## config.mk

```make
export PLATFORM = sky130hd
export DESIGN_NAME = control_multi
export DESIGN_NICKNAME = d
export VERILOG_FILES = /design/src/rtl/control_multi_pkg.sv /design/src/rtl/control_multi_out_decode.sv /design/src/rtl/control_multi.sv
export SDC_FILE = /design/constraint.sdc
export NUM_CORES = 1
export LEC_CHECK = 0
export ABC_CLOCK_PERIOD_IN_PS = 5300
export BUFFER_PORTS_ARGS = -buffer_cell sky130_fd_sc_hd__buf_2
export CAP_MARGIN = 20
export CORE_ASPECT_RATIO = 1.1
export CORE_UTILIZATION = 58
export DETAILED_ROUTE_END_ITERATION = 6
export MAX_ROUTING_LAYER = met4
export PLACE_DENSITY = 0.84
export SLEW_MARGIN = 20
export SYNTH_ARGS = -nofsm -noshare
export SYNTH_HDL_FRONTEND = slang
export SYNTH_HIERARCHICAL = 1
export SYNTH_SLANG_ARGS = --single-unit
export TNS_END_PERCENT = 10
```

## constraint.sdc

```tcl
create_clock -name clk -period 5.3 [get_ports clk]
set_clock_uncertainty 0.15 [all_clocks]
set_input_delay 0.53 -clock clk [delete_from_list [all_inputs] [get_ports clk]]
set_output_delay 0.53 -clock clk [all_outputs]
set_load 0.005 [all_outputs]
```

## src/rtl/control_multi_pkg.sv

```systemverilog
// Shared definitions for the multi-cycle control unit: opcodes, state
// encodings, datapath select codes, error codes and the control bundle.
package control_multi_pkg;

   // Instruction opcodes (IR[31:26])
   localparam logic [5:0] OP_R   = 6'h00;
   localparam logic [5:0] OP_LW  = 6'h23;
   localparam logic [5:0] OP_SW  = 6'h2B;
   localparam logic [5:0] OP_BEQ = 6'h04;
   localparam logic [5:0] OP_J   = 6'h02;

   // FSM states, 4-bit encoding
   typedef enum logic [3:0] {
      S_FETCH  = 4'd0,
      S_DECODE = 4'd1,
      S_MEMADR = 4'd2,
      S_MEMRD  = 4'd3,
      S_MEMWB  = 4'd4,
      S_MEMWR  = 4'd5,
      S_EXEC   = 4'd6,
      S_RWB    = 4'd7,
      S_BRANCH = 4'd8,
      S_JUMP   = 4'd9,
      S_HALT   = 4'd10
   } state_t;

   // ALUOp codes
   localparam logic [1:0] ALUOP_ADD   = 2'b00;
   localparam logic [1:0] ALUOP_SUB   = 2'b01;
   localparam logic [1:0] ALUOP_FUNCT = 2'b10;

   // ALUSrcB codes
   localparam logic [1:0] SRCB_B        = 2'b00;
   localparam logic [1:0] SRCB_FOUR     = 2'b01;
   localparam logic [1:0] SRCB_SEXT     = 2'b10;
   localparam logic [1:0] SRCB_SEXT_SH2 = 2'b11;

   // PCSource codes
   localparam logic [1:0] PCSRC_ALU    = 2'b00;
   localparam logic [1:0] PCSRC_ALUOUT = 2'b01;
   localparam logic [1:0] PCSRC_JUMP   = 2'b10;

   // err_code values
   localparam logic [1:0] ERR_NONE    = 2'b00;
   localparam logic [1:0] ERR_ILLEGAL = 2'b01;
   localparam logic [1:0] ERR_TIMEOUT = 2'b10;

   // Full set of control strobes produced for one state
   typedef struct packed {
      logic       pc_write;
      logic       pc_write_cond;
      logic       iord;
      logic       mem_read;
      logic       mem_write;
      logic       ir_write;
      logic       mem_to_reg;
      logic       reg_dst;
      logic       reg_write;
      logic       alu_src_a;
      logic [1:0] alu_src_b;
      logic [1:0] alu_op;
      logic [1:0] pc_source;
      logic       instr_done;
      logic       halted;
   } ctrl_t;

   // States that talk to memory and therefore wait on mem_ready
   function automatic logic is_mem_state(input state_t s);
      return (s == S_FETCH) || (s == S_MEMRD) || (s == S_MEMWR);
   endfunction

endpackage

```

## src/rtl/control_multi_out_decode.sv

```systemverilog
// Combinational state-to-control decode for the multi-cycle control unit.
// Moore outputs except the FETCH IR/PC load and the store completion pulse,
// which are qualified by mem_ready.
module mc_out_decode
   import control_multi_pkg::*;
(
   input  state_t state,
   input  logic   mem_ready,
   output ctrl_t  ctrl
);

   // Decode the current state into datapath strobes and selects
   always_comb begin
      ctrl.pc_write      = 1'b0;
      ctrl.pc_write_cond = 1'b0;
      ctrl.iord          = 1'b0;
      ctrl.mem_read      = 1'b0;
      ctrl.mem_write     = 1'b0;
      ctrl.ir_write      = 1'b0;
      ctrl.mem_to_reg    = 1'b0;
      ctrl.reg_dst       = 1'b0;
      ctrl.reg_write     = 1'b0;
      ctrl.alu_src_a     = 1'b0;
      ctrl.alu_src_b     = SRCB_B;
      ctrl.alu_op        = ALUOP_ADD;
      ctrl.pc_source     = PCSRC_ALU;
      ctrl.instr_done    = 1'b0;
      ctrl.halted        = 1'b0;
      case (state)
         S_FETCH: begin
            ctrl.mem_read  = 1'b1;
            ctrl.alu_src_b = SRCB_FOUR;
            if (mem_ready) begin
               ctrl.ir_write = 1'b1;
               ctrl.pc_write = 1'b1;
            end else begin
               ctrl.ir_write = 1'b0;
               ctrl.pc_write = 1'b0;
            end
         end
         S_DECODE: begin
            // branch target PC + (sext << 2) lands in ALUOut
            ctrl.alu_src_b = SRCB_SEXT_SH2;
         end
         S_MEMADR: begin
            ctrl.alu_src_a = 1'b1;
            ctrl.alu_src_b = SRCB_SEXT;
         end
         S_MEMRD: begin
            ctrl.mem_read = 1'b1;
            ctrl.iord     = 1'b1;
         end
         S_MEMWB: begin
            ctrl.reg_write  = 1'b1;
            ctrl.mem_to_reg = 1'b1;
            ctrl.instr_done = 1'b1;
         end
         S_MEMWR: begin
            ctrl.mem_write = 1'b1;
            ctrl.iord      = 1'b1;
            if (mem_ready) begin
               ctrl.instr_done = 1'b1;
            end else begin
               ctrl.instr_done = 1'b0;
            end
         end
         S_EXEC: begin
            ctrl.alu_src_a = 1'b1;
            ctrl.alu_op    = ALUOP_FUNCT;
         end
         S_RWB: begin
            ctrl.reg_write  = 1'b1;
            ctrl.reg_dst    = 1'b1;
            ctrl.instr_done = 1'b1;
         end
         S_BRANCH: begin
            ctrl.alu_src_a     = 1'b1;
            ctrl.alu_op        = ALUOP_SUB;
            ctrl.pc_write_cond = 1'b1;
            ctrl.pc_source     = PCSRC_ALUOUT;
            ctrl.instr_done    = 1'b1;
         end
         S_JUMP: begin
            ctrl.pc_write   = 1'b1;
            ctrl.pc_source  = PCSRC_JUMP;
            ctrl.instr_done = 1'b1;
         end
         S_HALT: begin
            ctrl.halted = 1'b1;
         end
         default: begin
            // unused encodings: keep every strobe quiet
            ctrl.halted = 1'b0;
         end
      endcase
   end

endmodule

```

## src/rtl/control_multi.sv

```systemverilog
// Multi-cycle control FSM for the shared-memory MIPS datapath.
// Holds the state register, the memory-wait watchdog and the sticky error
// code; output decode lives in mc_out_decode.
module control_multi
   import control_multi_pkg::*;
#(
   parameter int WAIT_LIMIT = 16,
   parameter int CNT_W      = 8
)
(
   input  logic       clk,
   input  logic       rst,
   input  logic [5:0] opcode,
   input  logic       mem_ready,
   output logic       PCWrite,
   output logic       PCWriteCond,
   output logic       IorD,
   output logic       MemRead,
   output logic       MemWrite,
   output logic       IRWrite,
   output logic       MemtoReg,
   output logic       RegDst,
   output logic       RegWrite,
   output logic       ALUSrcA,
   output logic [1:0] ALUSrcB,
   output logic [1:0] ALUOp,
   output logic [1:0] PCSource,
   output logic       instr_done,
   output logic       halted,
   output logic [1:0] err_code
);

   // The limit cycle is the WAIT_LIMIT-th consecutive wait cycle
   localparam logic [CNT_W-1:0] LIMIT_LAST = CNT_W'(WAIT_LIMIT - 1);
   localparam logic [CNT_W-1:0] CNT_MAX    = {CNT_W{1'b1}};
   localparam logic [CNT_W-1:0] CNT_ONE    = CNT_W'(1);
   localparam bit               WD_ON      = (WAIT_LIMIT != 0);

   state_t           state_r;
   state_t           next_state_s;
   logic [1:0]       err_code_r;
   logic [1:0]       next_err_s;
   logic [CNT_W-1:0] wait_cnt_r;
   logic [5:0]       opcode_r;
   logic             mem_wait_s;
   logic             timeout_s;
   ctrl_t            ctrl_s;

   assign mem_wait_s = is_mem_state(state_r) && !mem_ready;
   assign timeout_s  = WD_ON && mem_wait_s && (wait_cnt_r == LIMIT_LAST);

   // Next-state and error-code selection
   always_comb begin
      next_state_s = state_r;
      next_err_s   = err_code_r;
      case (state_r)
         S_FETCH: begin
            if (mem_ready) begin
               next_state_s = S_DECODE;
            end else if (timeout_s) begin
               next_state_s = S_HALT;
               next_err_s   = ERR_TIMEOUT;
            end else begin
               next_state_s = S_FETCH;
            end
         end
         S_DECODE: begin
            case (opcode)
               OP_R:         next_state_s = S_EXEC;
               OP_LW, OP_SW: next_state_s = S_MEMADR;
               OP_BEQ:       next_state_s = S_BRANCH;
               OP_J:         next_state_s = S_JUMP;
               default: begin
                  next_state_s = S_HALT;
                  next_err_s   = ERR_ILLEGAL;
               end
            endcase
         end
         S_MEMADR: begin
            // lw/sw choice comes from the opcode captured in DECODE
            if (opcode_r == OP_SW) begin
               next_state_s = S_MEMWR;
            end else begin
               next_state_s = S_MEMRD;
            end
         end
         S_MEMRD: begin
            if (mem_ready) begin
               next_state_s = S_MEMWB;
            end else if (timeout_s) begin
               next_state_s = S_HALT;
               next_err_s   = ERR_TIMEOUT;
            end else begin
               next_state_s = S_MEMRD;
            end
         end
         S_MEMWB:  next_state_s = S_FETCH;
         S_MEMWR: begin
            if (mem_ready) begin
               next_state_s = S_FETCH;
            end else if (timeout_s) begin
               next_state_s = S_HALT;
               next_err_s   = ERR_TIMEOUT;
            end else begin
               next_state_s = S_MEMWR;
            end
         end
         S_EXEC:   next_state_s = S_RWB;
         S_RWB:    next_state_s = S_FETCH;
         S_BRANCH: next_state_s = S_FETCH;
         S_JUMP:   next_state_s = S_FETCH;
         S_HALT:   next_state_s = S_HALT;
         default:  next_state_s = S_HALT;
      endcase
   end

   // State and sticky error register
   always_ff @(posedge clk or negedge rst) begin
      if (!rst) begin
         state_r    <= S_FETCH;
         err_code_r <= ERR_NONE;
      end else begin
         state_r    <= next_state_s;
         err_code_r <= next_err_s;
      end
   end

   // Memory wait counter: restarts on every state change, counts idle memory cycles
   always_ff @(posedge clk or negedge rst) begin
      if (!rst) begin
         wait_cnt_r <= {CNT_W{1'b0}};
      end else if (next_state_s != state_r) begin
         wait_cnt_r <= {CNT_W{1'b0}};
      end else if (mem_wait_s && (wait_cnt_r != CNT_MAX)) begin
         wait_cnt_r <= wait_cnt_r + CNT_ONE;
      end else begin
         wait_cnt_r <= wait_cnt_r;
      end
   end

   // Opcode capture in DECODE for the later lw/sw split
   always_ff @(posedge clk or negedge rst) begin
      if (!rst) begin
         opcode_r <= 6'd0;
      end else if (state_r == S_DECODE) begin
         opcode_r <= opcode;
      end else begin
         opcode_r <= opcode_r;
      end
   end

   mc_out_decode u_out_decode (
      .state     (state_r),
      .mem_ready (mem_ready),
      .ctrl      (ctrl_s)
   );

   assign PCWrite     = ctrl_s.pc_write;
   assign PCWriteCond = ctrl_s.pc_write_cond;
   assign IorD        = ctrl_s.iord;
   assign MemRead     = ctrl_s.mem_read;
   assign MemWrite    = ctrl_s.mem_write;
   assign IRWrite     = ctrl_s.ir_write;
   assign MemtoReg    = ctrl_s.mem_to_reg;
   assign RegDst      = ctrl_s.reg_dst;
   assign RegWrite    = ctrl_s.reg_write;
   assign ALUSrcA     = ctrl_s.alu_src_a;
   assign ALUSrcB     = ctrl_s.alu_src_b;
   assign ALUOp       = ctrl_s.alu_op;
   assign PCSource    = ctrl_s.pc_source;
   assign instr_done  = ctrl_s.instr_done;
   assign halted      = ctrl_s.halted;
   assign err_code    = err_code_r;

endmodule

```

==> flow_summary_export.csv <==
group,metric,value,unit
run_status,run_status,"finished, violations left",
run_status,violations,"negative hold slack",
sta,final_min_period_over_clock_period,59.3,%
worst_setup_path,worst_setup_path_end_kind,"register",
yosys,synth_seq_area_share,35.3,%
route,routed_wirelength,2890,um
sta,rsz_0062_raised_after_global_routing,"false",
worst_setup_path,setup.worst_path.start_class,"register",
cts,root_buffer,"sky130_fd_sc_hd__clkbuf_4",
floorplan,io_pins,29,
yosys,mappedNetlistNets,167,
sta,slew_headroom,40.6,%
worst_setup_path,critPathLaunch,"state_r[0]",
cts,cts.clk_slew.worst_paths,0.12,ns
sta,worst_hold_slack,-0.00659,ns
sta,worst_pin_slew,0.889,ns
worst_setup_path,cpMaxStageDelayCell,"sky130_fd_sc_hd__nor4b_2",
floorplan,die_height,53.9,um
finish,syn_to_layout_area_delta,11.4,%
cts,cts-htree-levels,1,
yosys,postSynthRegisterBits,20,
global_routing,grt_max_degree,29,
place,place.detailed.hpwl,2090,um
global_routing,grt_overflow_total,0,
power_and_ir_drop,share_comb_of_total_power,48.6,%
yosys,synth_area,1420,um2
cts,clock_path_buffers,2,
worst_setup_path,data_arrival_time_of_the_worst_path,3.19,ns
power_and_ir_drop,clock_power_share,15.2,%
finish,final_net_count,190,
yosys,synth-edff-count,0,
place,post-place-cells,205,
worst_setup_path,rrSetupSlack,2.16,ns
global_routing,grt_usage,23.2,%
floorplan,total_die_area,2650,um2
run,max_cap_viol_count,0,
power_and_ir_drop,power.net_switching,359,uW
worst_setup_path,crit_type,"register to register",
global_routing,number_of_antenna_violations_at_the_first_check_in_global_routing,0,
cts,cts_repair_resize_count,0,
yosys,synth.avg_cell_area,9.04,um2
sta,final.setup.tns,0,ns
route,starting_drc_count_in_detailed_routing,22,
route,drcViolationCount,0,
cts,cts_tree,"yes",
power_and_ir_drop,switching_share,43.0,%
worst_setup_path,r2r_start,"state_r[0]",
cts,cts.hold.buffers_added,0,
power_and_ir_drop,cellPowerDensity,528,nW/um2
finish,antenna_cells_inserted,0,
power_and_ir_drop,power_leakage,0.000687,uW
cts,clkLatencyLatePin,0.31,ns
finish,drive_gt1_share,25.1,%
place,port-buffer-count,28,
worst_setup_path,timing.critical_path.cells,"nor4b_2 -> o31ai_1 -> o21ai_0 -> xnor2_1 -> nand4_1 -> a2111oi_0",
global_routing,vias_in_the_first_global_route,1017,
sta,final-max-slew-violation-count,0,
power_and_ir_drop,cell_internal_pwr,475,uW
worst_setup_path,max_fo_critical_path,24,
yosys,synthDistinctLibCells,45,
route,drt_first_pass_iters,4,
finish,final_cells,209,
min_path,worst_hold_path_type,"primary input to asynchronous set/reset pin",
sta,finalCriticalPeriod,3.14,ns
floorplan,rows,18,
global_routing,grt_pass1_wl,4440,um
route,average_detailed_routed_wire_length_per_instance,13.8,um
cts,numCtsBuffers,3,
power_and_ir_drop,vdd_ir_drop_max,0.000340,V
floorplan,initial_core_util,62.4,%
worst_setup_path,timing.critical_path.required,5.34,ns
cts,cts.sink_count,20,
yosys,synth-warning-count,6,
yosys,postSynth.topFlopCell,"sky130_fd_sc_hd__dfrtp_1",
worst_setup_path,rr_endpoint,"wait_cnt_r[6]",
power_and_ir_drop,seqPwrFrac,36.1,%
worst_setup_path,cp_slowest_stage_delay,0.84,ns
sta,fmax,0.318,GHz
yosys,syn_inst,157,
sta,count_of_endpoints_failing_setup_in_the_final_report,0,
route,vias,1262,
floorplan,floorplan.core_area,2270,um2
floorplan,dieWidth,49.2,um
sta,finalHoldViolations,13,
route,vias_per_cell,6.04,
yosys,share_of_synthesized_registers_carrying_an_async_set_or_reset,100,%
cts,post_cts.repair.setup_buffers,0,
worst_setup_path,worst_r2r_path_depth,6,
route,drtAntennaViolNets,0,
place,gp_congestion,0.906,
worst_setup_path,crit_path_end,"wait_cnt_r[6]",
-- cells by family (layout without fill, tap and decap cells) --
logic type / after synthesis / after routing / synth area share (%)
adder cells (fa/ha/maj): 1 / 1 / 0.882
multiplexers: 8 / 8 / 6.17
XOR/XNOR: 10 / 10 / 6.17
AO/OA/AOI/OAI: 30 / 30 / 16.0
buffers and inverters: 12 / 34 / 5.38
flip-flops: 20 / 20 / 35.3
AND/OR/NAND/NOR: 76 / 76 / 30.2
-- area by class of cell --
type                    instances  area, um2
clock buffers                   3       22.5
well taps                      30       37.5
multi-input cells             125        842
fillers                       196        694
clock inverters                 1       30.0
flip-flops and latches         20        500
repair buffers                 28        140
inverters                       2       7.51
-- state kept, by name (all words and copies together), names as in the netlist --
signal / cells
state_r: 4
wait_cnt_r: 8
err_code: 2
opcode_r: 6
-- cells in the final DEF, fill, tap and decap left out, types with 2 or more instances in the layout --
| cell | netlist | final |
|---|---|---|
| sky130_fd_sc_hd__mux2i_1 | 2 | 2 |
| sky130_fd_sc_hd__a21oi_1 | 6 | 6 |
| sky130_fd_sc_hd__nor2_1 | 14 | 14 |
| sky130_fd_sc_hd__inv_1 | 2 | 2 |
| sky130_fd_sc_hd__o31ai_1 | 2 | 2 |
| sky130_fd_sc_hd__nand4_1 | 3 | 3 |
| sky130_fd_sc_hd__a211oi_1 | 3 | 3 |
| sky130_fd_sc_hd__nor2b_1 | 3 | 3 |
| sky130_fd_sc_hd__or3_1 | 5 | 5 |
| sky130_fd_sc_hd__nand3_1 | 5 | 5 |
| sky130_fd_sc_hd__nor3_1 | 12 | 12 |
| sky130_fd_sc_hd__mux2_2 | 6 | 6 |
| sky130_fd_sc_hd__nand2b_1 | 8 | 8 |
| sky130_fd_sc_hd__and3_1 | 2 | 2 |
| sky130_fd_sc_hd__nor4_1 | 3 | 3 |
| sky130_fd_sc_hd__o21ai_0 | 6 | 6 |
| sky130_fd_sc_hd__or3b_1 | 2 | 2 |
| sky130_fd_sc_hd__nand2_1 | 9 | 9 |
| sky130_fd_sc_hd__buf_2 | 4 | 28 |
| sky130_fd_sc_hd__dfrtp_1 | 20 | 20 |
| sky130_fd_sc_hd__xor2_1 | 5 | 5 |
| sky130_fd_sc_hd__clkbuf_4 | 0 | 3 |
| sky130_fd_sc_hd__xnor2_1 | 5 | 5 |
| sky130_fd_sc_hd__a21oi_2 | 2 | 2 |
| sky130_fd_sc_hd__nor3b_1 | 3 | 3 |
| sky130_fd_sc_hd__a21o_1 | 2 | 2 |
-- how the worst min path moves through the flow --
stage	startpoint	endpoint	slack, ns
6_report	rst	opcode_r[2]	-0.007
5_1_grt	rst	opcode_r[5]	0.02
4_1_cts	rst	opcode_r[5]	0.007
3_5_place_dp	err_code[1]	err_code[1]	0.33
3_3_place_gp	err_code[1]	err_code[1]	0.31
2_1_floorplan	rst	err_code[0]	0.08
-- power groups by stage --
stage               clock network (uW)  logic [uW]  registers (uW)
finish                             127         406             301
global route                       133         450             317
CTS                                127         409             300
detailed placement                   0         407             303
global placement                     0         397             296
floorplan                            0         388             230
-- Yosys cell counts, types with 3 or more instances --
master	n	area share, %
sky130_fd_sc_hd__nand3_1	5	1.8
sky130_fd_sc_hd__nor4_1	3	1.3
sky130_fd_sc_hd__nor3b_1	3	1.6
sky130_fd_sc_hd__a21oi_1	6	2.1
sky130_fd_sc_hd__nand4_1	3	1.3
sky130_fd_sc_hd__dfrtp_1	20	35
sky130_fd_sc_hd__buf_2	4	1.4
sky130_fd_sc_hd__xor2_1	5	3.1
sky130_fd_sc_hd__mux2_2	6	4.8
sky130_fd_sc_hd__a211oi_1	3	1.6
sky130_fd_sc_hd__nand2b_1	8	3.5
sky130_fd_sc_hd__nor3_1	12	4.2
sky130_fd_sc_hd__or3_1	5	2.2
sky130_fd_sc_hd__nor2_1	14	3.7
sky130_fd_sc_hd__nand2_1	9	2.4
sky130_fd_sc_hd__buf_4	3	1.6
sky130_fd_sc_hd__xnor2_1	5	3.1
sky130_fd_sc_hd__o21ai_0	6	2.1
sky130_fd_sc_hd__nor2b_1	3	1.3
-- worst max-delay path: cells and delay by family (launching register included) --
| kind | cells | cell delay (ns) |
|---|---|---|
| AOI/OAI and AO/OA | 3 | 0.75 |
| xor gates and xnor gates | 1 | 0.15 |
| DFF | 1 | 0.80 |
| and+or+nand+nor | 2 | 1.18 |
-- routing by layer --
metal	GRT usage [%]	vias up	part of all wire [%]
met1	28.8	612	45
li1	-	616	-
met4	9.80	0	1.1
met3	4.52	4	5.9
met5	-	-	0
met2	37.4	30	48
-- metrics by stage --
step / util, % / instance area, um2 / hold slack (ns) / worst slack, ns / power, uW
after floorplan: - / 1420 / 0.0844 / 2.89 / 618
after global placement: 67.2 / 1530 / 0.308 / 2.36 / 693
after detailed placement: 67.2 / 1530 / 0.328 / 2.13 / 710
after CTS: 69.5 / 1580 / 0.00725 / 2.15 / 836
after global routing: 69.5 / 1580 / 0.0163 / 1.79 / 900
final: 69.5 / 1580 / -0.00659 / 2.16 / 834
Note: power is estimated with default switching activity, not from simulation.
